File: config.mk
export PLATFORM = sky130hd
export DESIGN_NAME = slow_window_ctl_flat
export DESIGN_NICKNAME = d
export VERILOG_FILES = /design/src/rtl/slow_window_ctl_pkg.sv /design/src/rtl/slow_window_ctl_if.sv /design/src/rtl/slow_window_ctl_qual.sv /design/src/rtl/slow_window_ctl.sv /design/src/flat_wrapper.sv
export SDC_FILE = /design/constraint.sdc
export NUM_CORES = 1
export LEC_CHECK = 0
export BUFFER_PORTS_ARGS = -buffer_cell sky130_fd_sc_hd__buf_2
export CAP_MARGIN = 20
export CORE_AREA = 2 2 43 45
export DETAILED_ROUTE_END_ITERATION = 8
export DIE_AREA = 0 0 45 47
export GPL_TIMING_DRIVEN = 0
export HOLD_SLACK_MARGIN = 0.15
export PLACE_DENSITY_LB_ADDON = 0.08
export SYNTH_ARGS = -nofsm -noshare
export SYNTH_HDL_FRONTEND = slang
export SYNTH_HIERARCHICAL = 1
export SYNTH_SLANG_ARGS = --single-unit
File: constraint.sdc
create_clock -name CLK -period 1.7 [get_ports CLK]
set_input_delay 0.085 -clock CLK [delete_from_list [all_inputs] [get_ports CLK]]
set_output_delay 0.085 -clock CLK [all_outputs]
set_load 0.02 [all_outputs]
File: src/rtl/slow_window_ctl_pkg.sv
// Shared definitions for the slow-window controller and its bench.
package slow_window_ctl_pkg;

    typedef enum logic [1:0] {
        IDLE   = 2'd0,
        ACTIVE = 2'd1,
        HOLD   = 2'd2
    } slowState_t;

    localparam int unsigned TO_W_DEFAULT = 4;

    // Power-on timeout, also used by the config stage as its reset value.
    localparam logic [3:0] SLOW_TIMEOUT_RST = 4'h3;

endpackage

File: src/rtl/slow_window_ctl_if.sv
// Bus-side access decode: access strobe plus per-class chip selects.
interface slow_window_ctl_if;

    logic BACT;
    logic IACKCS;
    logic VIACS;
    logic IWMCS;
    logic SCCCS;
    logic SCSICS;
    logic SndCS;

    modport master (
        output BACT, IACKCS, VIACS, IWMCS, SCCCS, SCSICS, SndCS
    );

    modport slave (
        input BACT, IACKCS, VIACS, IWMCS, SCCCS, SCSICS, SndCS
    );

endinterface

File: src/rtl/slow_window_ctl_qual.sv
// Class match: the current access hits a peripheral class marked slow.
module slow_qual (
    input  logic IACKCS,
    input  logic VIACS,
    input  logic IWMCS,
    input  logic SCCCS,
    input  logic SCSICS,
    input  logic SndCS,
    input  logic SlowIACK,
    input  logic SlowVIA,
    input  logic SlowIWM,
    input  logic SlowSCC,
    input  logic SlowSCSI,
    input  logic SlowSnd,
    output logic Qual
);

    // Any enabled class that the current access decodes to.
    always_comb begin
        Qual = (IACKCS && SlowIACK) || (VIACS && SlowVIA) || (IWMCS && SlowIWM) ||
               (SCCCS && SlowSCC) || (SCSICS && SlowSCSI) || (SndCS && SlowSnd);
    end

endmodule

File: src/rtl/slow_window_ctl.sv
// Slow-window controller: opens a window on a qualifying bus access, holds it
// for SlowTimeout ticks after the access ends, and drives SlowReq/SlowGateReq.
// Optional debug window counter enabled by defining SLOW_WINDOW_DBG_EN.
module slow_window_ctl
    import slow_window_ctl_pkg::*;
#(
    parameter int unsigned TO_W  = TO_W_DEFAULT,
    parameter int unsigned DBG_W = 16
) (
    input  logic               CLK,
    input  logic               nPOR,
    slow_window_ctl_if.slave   bus,
    input  logic               SlowIACK,
    input  logic               SlowVIA,
    input  logic               SlowIWM,
    input  logic               SlowSCC,
    input  logic               SlowSCSI,
    input  logic               SlowSnd,
    input  logic               SlowClockGate,
    input  logic [TO_W-1:0]    SlowTimeout,
    input  logic               Tick,
    output logic               SlowReq,
    output logic               SlowGateReq,
    output logic [TO_W-1:0]    SlowCnt
`ifdef SLOW_WINDOW_DBG_EN
    ,
    output logic [DBG_W-1:0]   SlowWinCnt
`endif
);

    localparam logic [TO_W-1:0] CntOne = TO_W'(1);

    slowState_t      state, stateNext;
    logic [TO_W-1:0] cntNext;
    logic            bactR;
    logic            start;
    logic            qual;
    logic            reqNext;

    slow_qual uQual (
        .IACKCS   (bus.IACKCS),
        .VIACS    (bus.VIACS),
        .IWMCS    (bus.IWMCS),
        .SCCCS    (bus.SCCCS),
        .SCSICS   (bus.SCSICS),
        .SndCS    (bus.SndCS),
        .SlowIACK (SlowIACK),
        .SlowVIA  (SlowVIA),
        .SlowIWM  (SlowIWM),
        .SlowSCC  (SlowSCC),
        .SlowSCSI (SlowSCSI),
        .SlowSnd  (SlowSnd),
        .Qual     (qual)
    );

    assign start = bus.BACT && !bactR;

    // Next state and hold counter; a qualifying Start in HOLD beats a Tick.
    always_comb begin
        stateNext = state;
        cntNext   = SlowCnt;
        unique case (state)
            IDLE: begin
                if (start && qual) stateNext = ACTIVE;
            end
            ACTIVE: begin
                if (!bus.BACT) begin
                    if (SlowTimeout != '0) begin
                        stateNext = HOLD;
                        cntNext   = SlowTimeout;
                    end else begin
                        stateNext = IDLE;
                    end
                end
            end
            HOLD: begin
                if (start && qual) begin
                    stateNext = ACTIVE;
                end else if (Tick) begin
                    if (SlowCnt > CntOne) begin
                        cntNext = SlowCnt - CntOne;
                    end else begin
                        // Terminal tick; also recovers from a zero count.
                        stateNext = IDLE;
                        cntNext   = '0;
                    end
                end
            end
            default: begin
                stateNext = IDLE;
                cntNext   = '0;
            end
        endcase
        reqNext = (stateNext != IDLE);
    end

    // State, counter, registered outputs and the BACT edge detector.
    always_ff @(posedge CLK or negedge nPOR) begin
        if (!nPOR) begin
            state       <= IDLE;
            SlowReq     <= 1'b0;
            SlowGateReq <= 1'b0;
            SlowCnt     <= '0;
            bactR       <= 1'b0;
        end else begin
            state       <= stateNext;
            SlowReq     <= reqNext;
            SlowGateReq <= reqNext && SlowClockGate;
            SlowCnt     <= cntNext;
            bactR       <= bus.BACT;
        end
    end

`ifdef SLOW_WINDOW_DBG_EN
    localparam logic [DBG_W-1:0] WinMax = '1;

    // Count fresh windows only (IDLE -> ACTIVE), saturating.
    always_ff @(posedge CLK or negedge nPOR) begin
        if (!nPOR) begin
            SlowWinCnt <= '0;
        end else if (state == IDLE && stateNext == ACTIVE && SlowWinCnt != WinMax) begin
            SlowWinCnt <= SlowWinCnt + DBG_W'(1);
        end
    end
`else
    logic unusedDbg;
    assign unusedDbg = (DBG_W != 0);
`endif

endmodule

File: src/flat_wrapper.sv
// flat-port wrapper written by rule: the top's interface ports become plain ports
module slow_window_ctl_flat import slow_window_ctl_pkg::*;
#(
    parameter int unsigned TO_W  = TO_W_DEFAULT,
    parameter int unsigned DBG_W = 16
)
  (CLK, nPOR, SlowIACK, SlowVIA, SlowIWM, SlowSCC, SlowSCSI, SlowSnd, SlowClockGate, SlowTimeout, Tick, SlowReq, SlowGateReq, SlowCnt, bus_BACT, bus_IACKCS, bus_VIACS, bus_IWMCS, bus_SCCCS, bus_SCSICS, bus_SndCS);
  slow_window_ctl_if bus_i ();
  input  logic CLK;
  input  logic nPOR;
  input  logic SlowIACK;
  input  logic SlowVIA;
  input  logic SlowIWM;
  input  logic SlowSCC;
  input  logic SlowSCSI;
  input  logic SlowSnd;
  input  logic SlowClockGate;
  input  logic [TO_W-1:0] SlowTimeout;
  input  logic Tick;
  output logic SlowReq;
  output logic SlowGateReq;
  output logic [TO_W-1:0] SlowCnt;
  input wire logic [$bits(bus_i.BACT)-1:0] bus_BACT;
  input wire logic [$bits(bus_i.IACKCS)-1:0] bus_IACKCS;
  input wire logic [$bits(bus_i.VIACS)-1:0] bus_VIACS;
  input wire logic [$bits(bus_i.IWMCS)-1:0] bus_IWMCS;
  input wire logic [$bits(bus_i.SCCCS)-1:0] bus_SCCCS;
  input wire logic [$bits(bus_i.SCSICS)-1:0] bus_SCSICS;
  input wire logic [$bits(bus_i.SndCS)-1:0] bus_SndCS;
  assign bus_i.BACT = bus_BACT;
  assign bus_i.IACKCS = bus_IACKCS;
  assign bus_i.VIACS = bus_VIACS;
  assign bus_i.IWMCS = bus_IWMCS;
  assign bus_i.SCCCS = bus_SCCCS;
  assign bus_i.SCSICS = bus_SCSICS;
  assign bus_i.SndCS = bus_SndCS;
  slow_window_ctl #(.TO_W(TO_W), .DBG_W(DBG_W)) u_core (.CLK(CLK), .nPOR(nPOR), .bus(bus_i), .SlowIACK(SlowIACK), .SlowVIA(SlowVIA), .SlowIWM(SlowIWM), .SlowSCC(SlowSCC), .SlowSCSI(SlowSCSI), .SlowSnd(SlowSnd), .SlowClockGate(SlowClockGate), .SlowTimeout(SlowTimeout), .Tick(Tick), .SlowReq(SlowReq), .SlowGateReq(SlowGateReq), .SlowCnt(SlowCnt));
endmodule
==> flow_metrics.env, run 1 <==
export IMPL_clock_skew_ns=0.000651
export IMPL_drc_errors=0
export IMPL_totalWireLength_mm=1.65
export IMPL_power_leakage_nw=0.447
export IMPL_die_h_um=47
export IMPL_ant_nets=0
export IMPL_slowest_stage="dfrtp_2"
export IMPL_tightest_slew_ns=0.346
export IMPL_yosysSeqAreaShare=0.352
export IMPL_start_util=0.388
export IMPL_place_hpwl_mm=1.21
export IMPL_pin_count=27
export IMPL_synth_xor_area_frac=0
export IMPL_critPathLaunchType="register"
export IMPL_min_period_ns=1.64
export IMPL_portBuffers=26
export IMPL_synth_edff_count=0
export IMPL_clock_root_buffer="clkbuf_4"
export IMPL_synthTopCellsByCount="dfrtp_1, ha_1, inv_1, nand2_1, a22oi_1"
export IMPL_grt_pass1_wl_mm=2.38
export IMPL_drv_slew=0
export IMPL_syn_area_sq_um=641
export IMPL_path_cells="inv_2 > ha_4 > and2b_4 > nor3_4 > and2_4 > mux2_4"
export IMPL_drtIter0Drc=12
export IMPL_design_area_sq_um=941
export IMPL_yosysTopAreaCell="dfrtp_1"
export IMPL_drtPass1Iterations=4
export IMPL_min_path_type="input port to asynchronous set/reset pin"
export IMPL_gp_congestion=0.810
export IMPL_vias=631
export IMPL_dieArea_sq_mm=0.00212
export IMPL_cp_slowest_stage_delay_ns=0.41
export IMPL_cts_sinks=9
export IMPL_drive_gt1_frac=0.520
export IMPL_clkLatencyLatePin_ns=0.24
export IMPL_hold_violations=0
export IMPL_async_reset_ff_frac=1.00
export IMPL_synthMuxAreaShare=0.0391
export IMPL_synth_compound_area_share=0.229
export IMPL_highest_layer="met3"
export IMPL_power_density_mw_per_mm2=1590
export IMPL_criticalPathCategory="register to register"
export IMPL_rrSetupSlack_ns=0.06
export IMPL_post_drt_wl_per_cell_um=14.1
export IMPL_synth_fa_ha_area_frac=0.117
export IMPL_grt_antenna_before_repair=0
export IMPL_numCtsBuffers=3
export IMPL_nets=128
export IMPL_ys_types=30
export IMPL_synth_top_area_share=0.352
export IMPL_synth_cells=64
export IMPL_crit_arrival_ns=1.76
export IMPL_coreArea_sq_mm=0.00165
export IMPL_grt_pass1_vias=593
export IMPL_cts_tree="built"
export IMPL_overflow=0
export IMPL_synth_fp_nets=91
export IMPL_required_ns=1.82
export IMPL_grt_max_degree=10
export IMPL_clkTransAtPathRegs_ns=0.05
export IMPL_fin_crit_sh=0.965
export IMPL_grt_usage=0.152
export IMPL_power_mw=1.50
export IMPL_ys_warn_count=6
export IMPL_ff_latch_area_sq_um=229
export IMPL_cts_buffer_depth=2
export IMPL_insertedDiodeCount=0
export IMPL_syn2layout_area_growth_pct=46.9
export IMPL_syn_area_per_cell_sq_um=10.0
export IMPL_wl_met3_um=66
export IMPL_h_tree_depth=1
export IMPL_placed_cell_area_sq_um=792
export IMPL_rows=15
export IMPL_met1_length_um=737
export IMPL_fillCellCount=164
export IMPL_synth_top_family_by_area="compound AO/OA/AOI/OAI gates"
export IMPL_slew_headroom=0.767
export IMPL_outcome="finished, final reports clean"
export IMPL_synth_top_cells_by_area="dfrtp_1, ha_1, a22oi_1"
export IMPL_cap_viol_max_count=0
export IMPL_final_util=0.570
export IMPL_setup_violations=0
export IMPL_ys_seq_elements=9
export IMPL_vias_per_cell=5.39
export IMPL_synth_simple_area_share=0.229
export IMPL_path_max_fanout=8
export IMPL_timing_critical_path_to_type="register"
export IMPL_synthFlopType="dfrtp_1"
export IMPL_wl_met2_um=849
export IMPL_synth_most_common_cell="dfrtp_1"
export IMPL_multiInputGateArea_sq_um=459
export IMPL_die_w_um=45
export IMPL_clock_fmax_mhz=610
export IMPL_ir_drop_v=0.000798
path summary, 6_finish.rpt:
kind / to / cells past startpoint / startpoint
worst max-delay path: u_core/SlowCnt[0] / 6 / u_core/state[0]
worst min-delay path: u_core/SlowCnt[1] / 2 / nPOR
worst max register to register: u_core/SlowCnt[0] / 6 / u_core/state[0]
worst min register to register: u_core/SlowCnt[0] / 1 / u_core/SlowCnt[0]
max in group asynchronous: u_core/SlowCnt[0] / 2 / nPOR
min in group CLK: u_core/SlowCnt[2] / 4 / SlowTimeout[2]
through the flow:
step	setup TNS (ns)	setup slack, ns	instances	hold WS (ns)
after floorplan	0	0.0348	64	-0.211
after global placement	-0.146	-0.130	107	-0.0579
after detailed placement	-0.135	-0.105	107	-0.0615
after CTS	-0.00594	-0.00594	116	0.207
after global routing	-0.0120	-0.00643	117	0.207
final	0	0.0600	117	0.210
where the power goes:
group,leakage (nW),switching [mW],internal [mW]
logic,0.319,0.525,0.406
clock network,0.0150,0.0592,0.0894
registers,0.114,0.110,0.306
total,0.447,0.694,0.801
flip-flops by register name (all words and copies together), names as in the netlist:
register and cells:
u_core/bactR 1, u_core/SlowCnt 4, u_core/state 2, u_core/SlowReq 1, u_core/SlowGateReq 1
area by class of cell:
type | count | area share
Clock buffer | 4 | 0.0279
Multi-Input combinational cell | 49 | 0.488
Sequential cell | 9 | 0.243
Inverter | 6 | 0.0239
Tap cell | 17 | 0.0226
Timing Repair Buffer | 32 | 0.194
cell families (layout without fill, tap and decap cells):
logic type,Yosys count,after routing
AOI/OAI and AO/OA,19,19
DFF,9,9
adders and majority gates,6,6
buffers and inverters,6,42
muxes,2,2
and+or+nand+nor,22,22
what timing repair did:
item,in CTS,in global routing
setup endpoints to repair,3,6
hold buffers,3,0
pin swaps,0,2
setup buffers,2,1
hold endpoints to repair,11,0
gates resized for setup,3,14
gates cloned,0,0
per-layer routing:
layer	up-vias	track usage
met2	18	0.280
met4	0	0.0529
met1	292	0.193
met3	0	0.00385
li1	321	-
met5	-	0
placed cells by master, fill, tap and decap left out, drive strengths merged, types with 2 or more instances in the layout:
master / count
nor3: 3
dlygate4sd3: 3
a32o: 2
o21ai: 3
nand4b: 2
inv: 6
nand3: 3
o211ai: 2
buf: 29
and2: 2
o31ai: 2
dfrtp: 9
a22oi: 4
clkbuf: 4
o311ai: 2
ha: 6
nand2: 6
worst max-delay path: cells and delay by family, from the launching register on:
family	cells	cell delay [ns]
buffers and inverters	1	0.07
adders and majority gates	1	0.19
DFF	1	0.41
muxes	1	0.30
and+or+nand+nor	3	0.53
Power figures use the tool's default switching activity.
==> inputs of run 2 (changes only) <==
--- a/config.mk
+++ b/config.mk
@@ -12,6 +12,7 @@
 export DIE_AREA = 0 0 45 47
 export GPL_TIMING_DRIVEN = 0
 export HOLD_SLACK_MARGIN = 0.15
+export MAX_ROUTING_LAYER = met4
 export PLACE_DENSITY_LB_ADDON = 0.08
 export SYNTH_ARGS = -nofsm -noshare
 export SYNTH_HDL_FRONTEND = slang
==> run 2 against run 1 <==
Net effect: final cell count unchanged; clock-buffer cell count did not move; sequential power about the same; maximum frequency fell by 0.24%; non-clock buffer count did not move; combinational power about the same; final area did not move; setup slack got worse by 0.0040 ns; sequential cell count is the same; clock power is essentially flat; clock skew is 0.0029 ns higher; power increased by 0.23%; critical endpoint unchanged.
==> flow_metrics.env, run 2 (synthesis results as in run 1) <==
export IMPL_rows=15
export IMPL_drv_slew=0
export IMPL_path_max_fanout=8
export IMPL_cap_viol_max_count=0
export IMPL_gp_congestion=0.822
export IMPL_clock_skew_ns=0.00355
export IMPL_reg_top3="u_core/SlowCnt x4, u_core/state x2"
export IMPL_die_h_um=47
export IMPL_r2r_start="u_core/state[0]"
export IMPL_grt_usage=0.158
export IMPL_cts_tree="built"
export IMPL_setup_violations=0
export IMPL_numCtsBuffers=3
export IMPL_critPathLaunchType="register"
export IMPL_crit_arrival_ns=1.77
export IMPL_design_area_sq_um=941
export IMPL_ir_drop_v=0.000798
export IMPL_largest_register="u_core/SlowCnt"
export IMPL_insertedDiodeCount=0
export IMPL_required_ns=1.82
export IMPL_hold_slack_ns=0.207
export IMPL_post_drt_wl_per_cell_um=14.1
export IMPL_worstReg2RegEnd="u_core/SlowCnt[0]"
export IMPL_final_util=0.570
export IMPL_dieArea_sq_mm=0.00212
export IMPL_cts_buffer_depth=2
export IMPL_syn2layout_area_growth_pct=46.9
export IMPL_fin_crit_sh=0.967
export IMPL_totalWireLength_mm=1.66
export IMPL_clkLatencyLatePin_ns=0.25
export IMPL_pin_count=27
export IMPL_drive_gt1_frac=0.520
export IMPL_final_common_cell="buf_2"
export IMPL_worstSetupEndpoint="u_core/SlowCnt[0]"
export IMPL_ant_nets=0
export IMPL_power_density_mw_per_mm2=1590
export IMPL_tightest_slew_ns=0.347
export IMPL_criticalPathCategory="register to register"
export IMPL_layout_common_cells="buf_2, dfrtp_1, nand2_1, inv_1, ha_1"
export IMPL_place_hpwl_mm=1.21
export IMPL_grt_antenna_before_repair=0
export IMPL_nets=128
export IMPL_power_leakage_nw=0.447
export IMPL_min_period_ns=1.64
export IMPL_slew_headroom=0.767
export IMPL_largest_reg_flops=4
export IMPL_cts_sinks=9
export IMPL_grt_pass1_vias=593
export IMPL_drtIter0Drc=10
export IMPL_portBuffers=26
export IMPL_timing_critical_path_to_type="register"
export IMPL_drtPass1Iterations=4
export IMPL_vias_per_cell=5.41
export IMPL_outcome="finished, final reports clean"
export IMPL_r2r_worst_path_cells=6
export IMPL_h_tree_depth=1
export IMPL_startpoint="u_core/state[0]"
export IMPL_overflow=0
export IMPL_coreArea_sq_mm=0.00165
export IMPL_drc_errors=0
export IMPL_clock_fmax_mhz=608
export IMPL_vias=633
export IMPL_rrSetupSlack_ns=0.06
export IMPL_placed_cell_area_sq_um=792
export IMPL_hold_violations=0
export IMPL_die_w_um=45
export IMPL_start_util=0.388
export IMPL_clkTransAtPathRegs_ns=0.06
export IMPL_grt_max_degree=10
export IMPL_grt_pass1_wl_mm=2.38
export IMPL_min_path_type="input port to asynchronous set/reset pin"
export IMPL_clock_root_buffer="clkbuf_4"
## run 2: cell counts in the layout (fill, tap and decap cells not counted)
Identical to the previous run, type by type.
## run 2: area by class of cell
class | count | area (sq um)
Clock buffer | 4 | 26.3
Fill cell | 164 | 711
Inverter | 6 | 22.5
Multi-Input combinational cell | 49 | 459
Sequential cell | 9 | 229
Tap cell | 17 | 21.3
Timing Repair Buffer | 32 | 183
## run 2: per-stage QoR
stage / TNS (ns) / setup slack (ns) / cells / total power, mW
4_1_cts: -0.00594 / -0.00594 / 116 / 1.36
6_report: 0 / 0.0561 / 117 / 1.50
2_1_floorplan: 0 / 0.0348 / 64 / 0.934
3_5_place_dp: -0.135 / -0.105 / 107 / 1.16
5_1_grt: -0.0120 / -0.00643 / 117 / 1.63
3_3_place_gp: -0.146 / -0.130 / 107 / 1.15
## run 2: worst min-delay path by stage
stage,end,cells past startpoint
after CTS,u_core/state[0],2
final,u_core/SlowGateReq,2
after detailed placement,u_core/SlowReq,1
after global placement,u_core/SlowCnt[2],1
after global routing,u_core/SlowGateReq,2
after floorplan,u_core/SlowCnt[0],0
## run 2: repair_timing
item / CTS / global route
cloned: 0 / 0
setup buffers: 2 / 1
hold endpoints to repair: 11 / 0
setup endpoints to repair: 3 / 6
resized for setup: 3 / 14
pin swaps: 0 / 2
hold buffers: 3 / 0
## run 2: worst max-delay path, stage by stage, from the launching register on
cell and delay [ns]:
dfrtp_2 0.41, inv_2 0.07, ha_4 0.19, and2b_4 0.19, nor3_4 0.14, and2_4 0.20, mux2_4 0.30
## run 2: report_power, final
group | leakage [nW] | switching, mW | internal, mW | total [mW]
registers | 0.114 | 0.110 | 0.306 | 0.416
logic | 0.319 | 0.526 | 0.406 | 0.932
clock network | 0.0150 | 0.0610 | 0.0895 | 0.151
total | 0.447 | 0.698 | 0.801 | 1.50
## run 2: layer usage
layer	vias up	global-route usage	share of wire	routed length [um]
met5	-	-	0	0
li1	322	-	-	-
met3	0	0	0.036	60
met4	0	0.0529	0	0
met1	293	0.195	0.45	750
met2	18	0.280	0.51	845
==> inputs of run 3 (changes only) <==
--- a/config.mk
+++ b/config.mk
@@ -14,6 +14,7 @@
 export HOLD_SLACK_MARGIN = 0.15
 export MAX_ROUTING_LAYER = met4
 export PLACE_DENSITY_LB_ADDON = 0.08
+export SETUP_SLACK_MARGIN = 0.3
 export SYNTH_ARGS = -nofsm -noshare
 export SYNTH_HDL_FRONTEND = slang
 export SYNTH_HIERARCHICAL = 1
==> run 3 against run 2 <==
Net effect: clock-buffer cell count unchanged; largest cell class unchanged; via count increased by 3.8%; global-route usage increased by 1.8 points; final cell count increased by 6.0%; critical endpoint unchanged; setup slack improved by 0.024 ns; sequential cell count unchanged; largest power group unchanged; clock power increased by 9%; sequential share of layout area decreased by 1.6 points; routed wire length decreased by 1.6%.
==> flow_metrics.env, run 3 (synthesis results as in run 1) <==
export IMPL_clock_skew_ns=0.00360
export IMPL_criticalPathCategory="register to register"
export IMPL_drv_slew=0
export IMPL_min_period_ns=1.62
export IMPL_dp_cells=107
export IMPL_drc_errors=0
export IMPL_reg_top3="u_core/SlowCnt x4, u_core/state x2"
export IMPL_setup_violations=0
export IMPL_path_max_fanout=4
export IMPL_crit_arrival_ns=1.76
export IMPL_final_common_cell="buf_2"
export IMPL_cap_viol_max_count=0
export IMPL_cp_slowest_stage_delay_ns=0.43
export IMPL_grt_pass1_vias=592
export IMPL_layout_common_cells="buf_2, buf_4, nand2_1, dfrtp_1"
export IMPL_grt_pass1_wl_mm=2.52
export IMPL_die_w_um=45
export IMPL_design_area_sq_mm=0.00101
export IMPL_path_cells="inv_4 > ha_4 > and2_4 > nor3_4 > and2_4 > mux2_4"
export IMPL_cts_tree="built"
export IMPL_portBuffers=26
export IMPL_timing_critical_path_to_type="register"
export IMPL_rsz0062_at_grt="yes"
export IMPL_h_tree_depth=1
export IMPL_vias=657
export IMPL_min_path_type="input port to asynchronous set/reset pin"
export IMPL_dieArea_sq_mm=0.00212
export IMPL_power_leakage_nw=0.480
export IMPL_required_ns=1.84
export IMPL_post_drt_wl_per_cell_um=13.1
export IMPL_largest_reg_flops=4
export IMPL_clkLatencyLatePin_ns=0.26
export IMPL_hold_slack_ns=0.196
export IMPL_critPathLaunchType="register"
export IMPL_totalWireLength_mm=1.63
export IMPL_place_hpwl_mm=1.17
export IMPL_tightest_slew_ns=0.358
export IMPL_drtIter0Drc=3
export IMPL_hold_violations=0
export IMPL_largest_register="u_core/SlowCnt"
export IMPL_grt_antenna_before_repair=0
export IMPL_crit_family="simple AND/OR/NAND/NOR gates"
export IMPL_nets=135
export IMPL_placed_cell_area_sq_um=852
export IMPL_ant_nets=0
export IMPL_rows=15
export IMPL_crit_top_cell="and2_4"
export IMPL_gp_congestion=0.806
export IMPL_drive_gt1_frac=0.598
export IMPL_outcome="finished, final reports clean"
export IMPL_die_h_um=47
export IMPL_overflow=0
export IMPL_coreArea_sq_mm=0.00165
export IMPL_power_density_mw_per_mm2=1660
export IMPL_vias_per_cell=5.30
export IMPL_start_util=0.388
export IMPL_syn2layout_area_growth_pct=58.4
export IMPL_clkTransAtPathRegs_ns=0.06
export IMPL_final_util=0.614
export IMPL_fin_crit_sh=0.953
export IMPL_grt_max_degree=10
export IMPL_drtPass1Iterations=3
export IMPL_final_cells=124
export IMPL_clock_fmax_mhz=617
export IMPL_cts_buffer_depth=2
export IMPL_cts_sinks=9
export IMPL_clock_root_buffer="clkbuf_4"
export IMPL_power_mw=1.69
export IMPL_pin_count=27
export IMPL_insertedDiodeCount=0
export IMPL_slew_headroom=0.760
export IMPL_slowest_stage="dfrtp_2"
export IMPL_numCtsBuffers=3
export IMPL_ir_drop_v=0.00112
export IMPL_grt_usage=0.175
export IMPL_path_buf_inv=1
[run 3: changes by cell type in the layout (fill, tap and decap cells not counted), moves of 2 or more]
cell / delta
buf_4: +7
ha_1: -3
ha_4: +2
inv_1: -2
[run 3: path summary, 6_finish.rpt]
kind / startpoint / endpoint / slack (ns) / cells after the start
min in group CLK: SlowTimeout[3] / u_core/SlowCnt[3] / 0.22 / 4
worst max register to register: u_core/state[1] / u_core/SlowCnt[0] / 0.08 / 6
worst max-delay path: u_core/state[1] / u_core/SlowCnt[0] / 0.08 / 6
worst min-delay path: nPOR / u_core/SlowGateReq / 0.20 / 2
max in group asynchronous: nPOR / u_core/SlowCnt[0] / 1.32 / 2
worst min register to register: u_core/SlowCnt[1] / u_core/SlowCnt[1] / 0.62 / 2
[run 3: layout make-up]
type	instances	area [sq um]
Clock buffer	4	26.3
Fill cell	151	637
Inverter	6	25.0
Multi-Input combinational cell	49	477
Sequential cell	9	230
Tap cell	17	21.3
Timing Repair Buffer	39	235
[run 3: per-layer routing]
metal,part of all wire,vias up,GRT usage
li1,-,330,-
met1,0.44,309,0.227
met2,0.51,14,0.266
met3,0.029,4,0.0231
met4,0.014,0,0.0941
met5,0,-,-
[run 3: through the flow]
step / setup WS, ns / setup TNS [ns]
after floorplan: 0.119 / 0
after global placement: -0.00911 / -0.00911
after detailed placement: 0.000355 / 0
after CTS: 0.101 / 0
after global routing: 0.0436 / 0
final: 0.0801 / 0
[run 3: power by group]
part	total, mW	internal [mW]	leakage [nW]	switching [mW]
logic	1.11	0.552	0.353	0.555
clock network	0.165	0.0905	0.0150	0.0745
registers	0.415	0.308	0.112	0.107
total	1.69	0.951	0.480	0.737
[run 3: timing repair]
item / 4_1_cts / 5_1_grt
resized for setup: 6 / 2
hold buffers: 3 / 0
endpoints found under the setup margin: 8 / 8
cloned: 0 / 0
pin swaps: 4 / 2
hold endpoints to repair: 11 / 0
setup buffers: 8 / 2
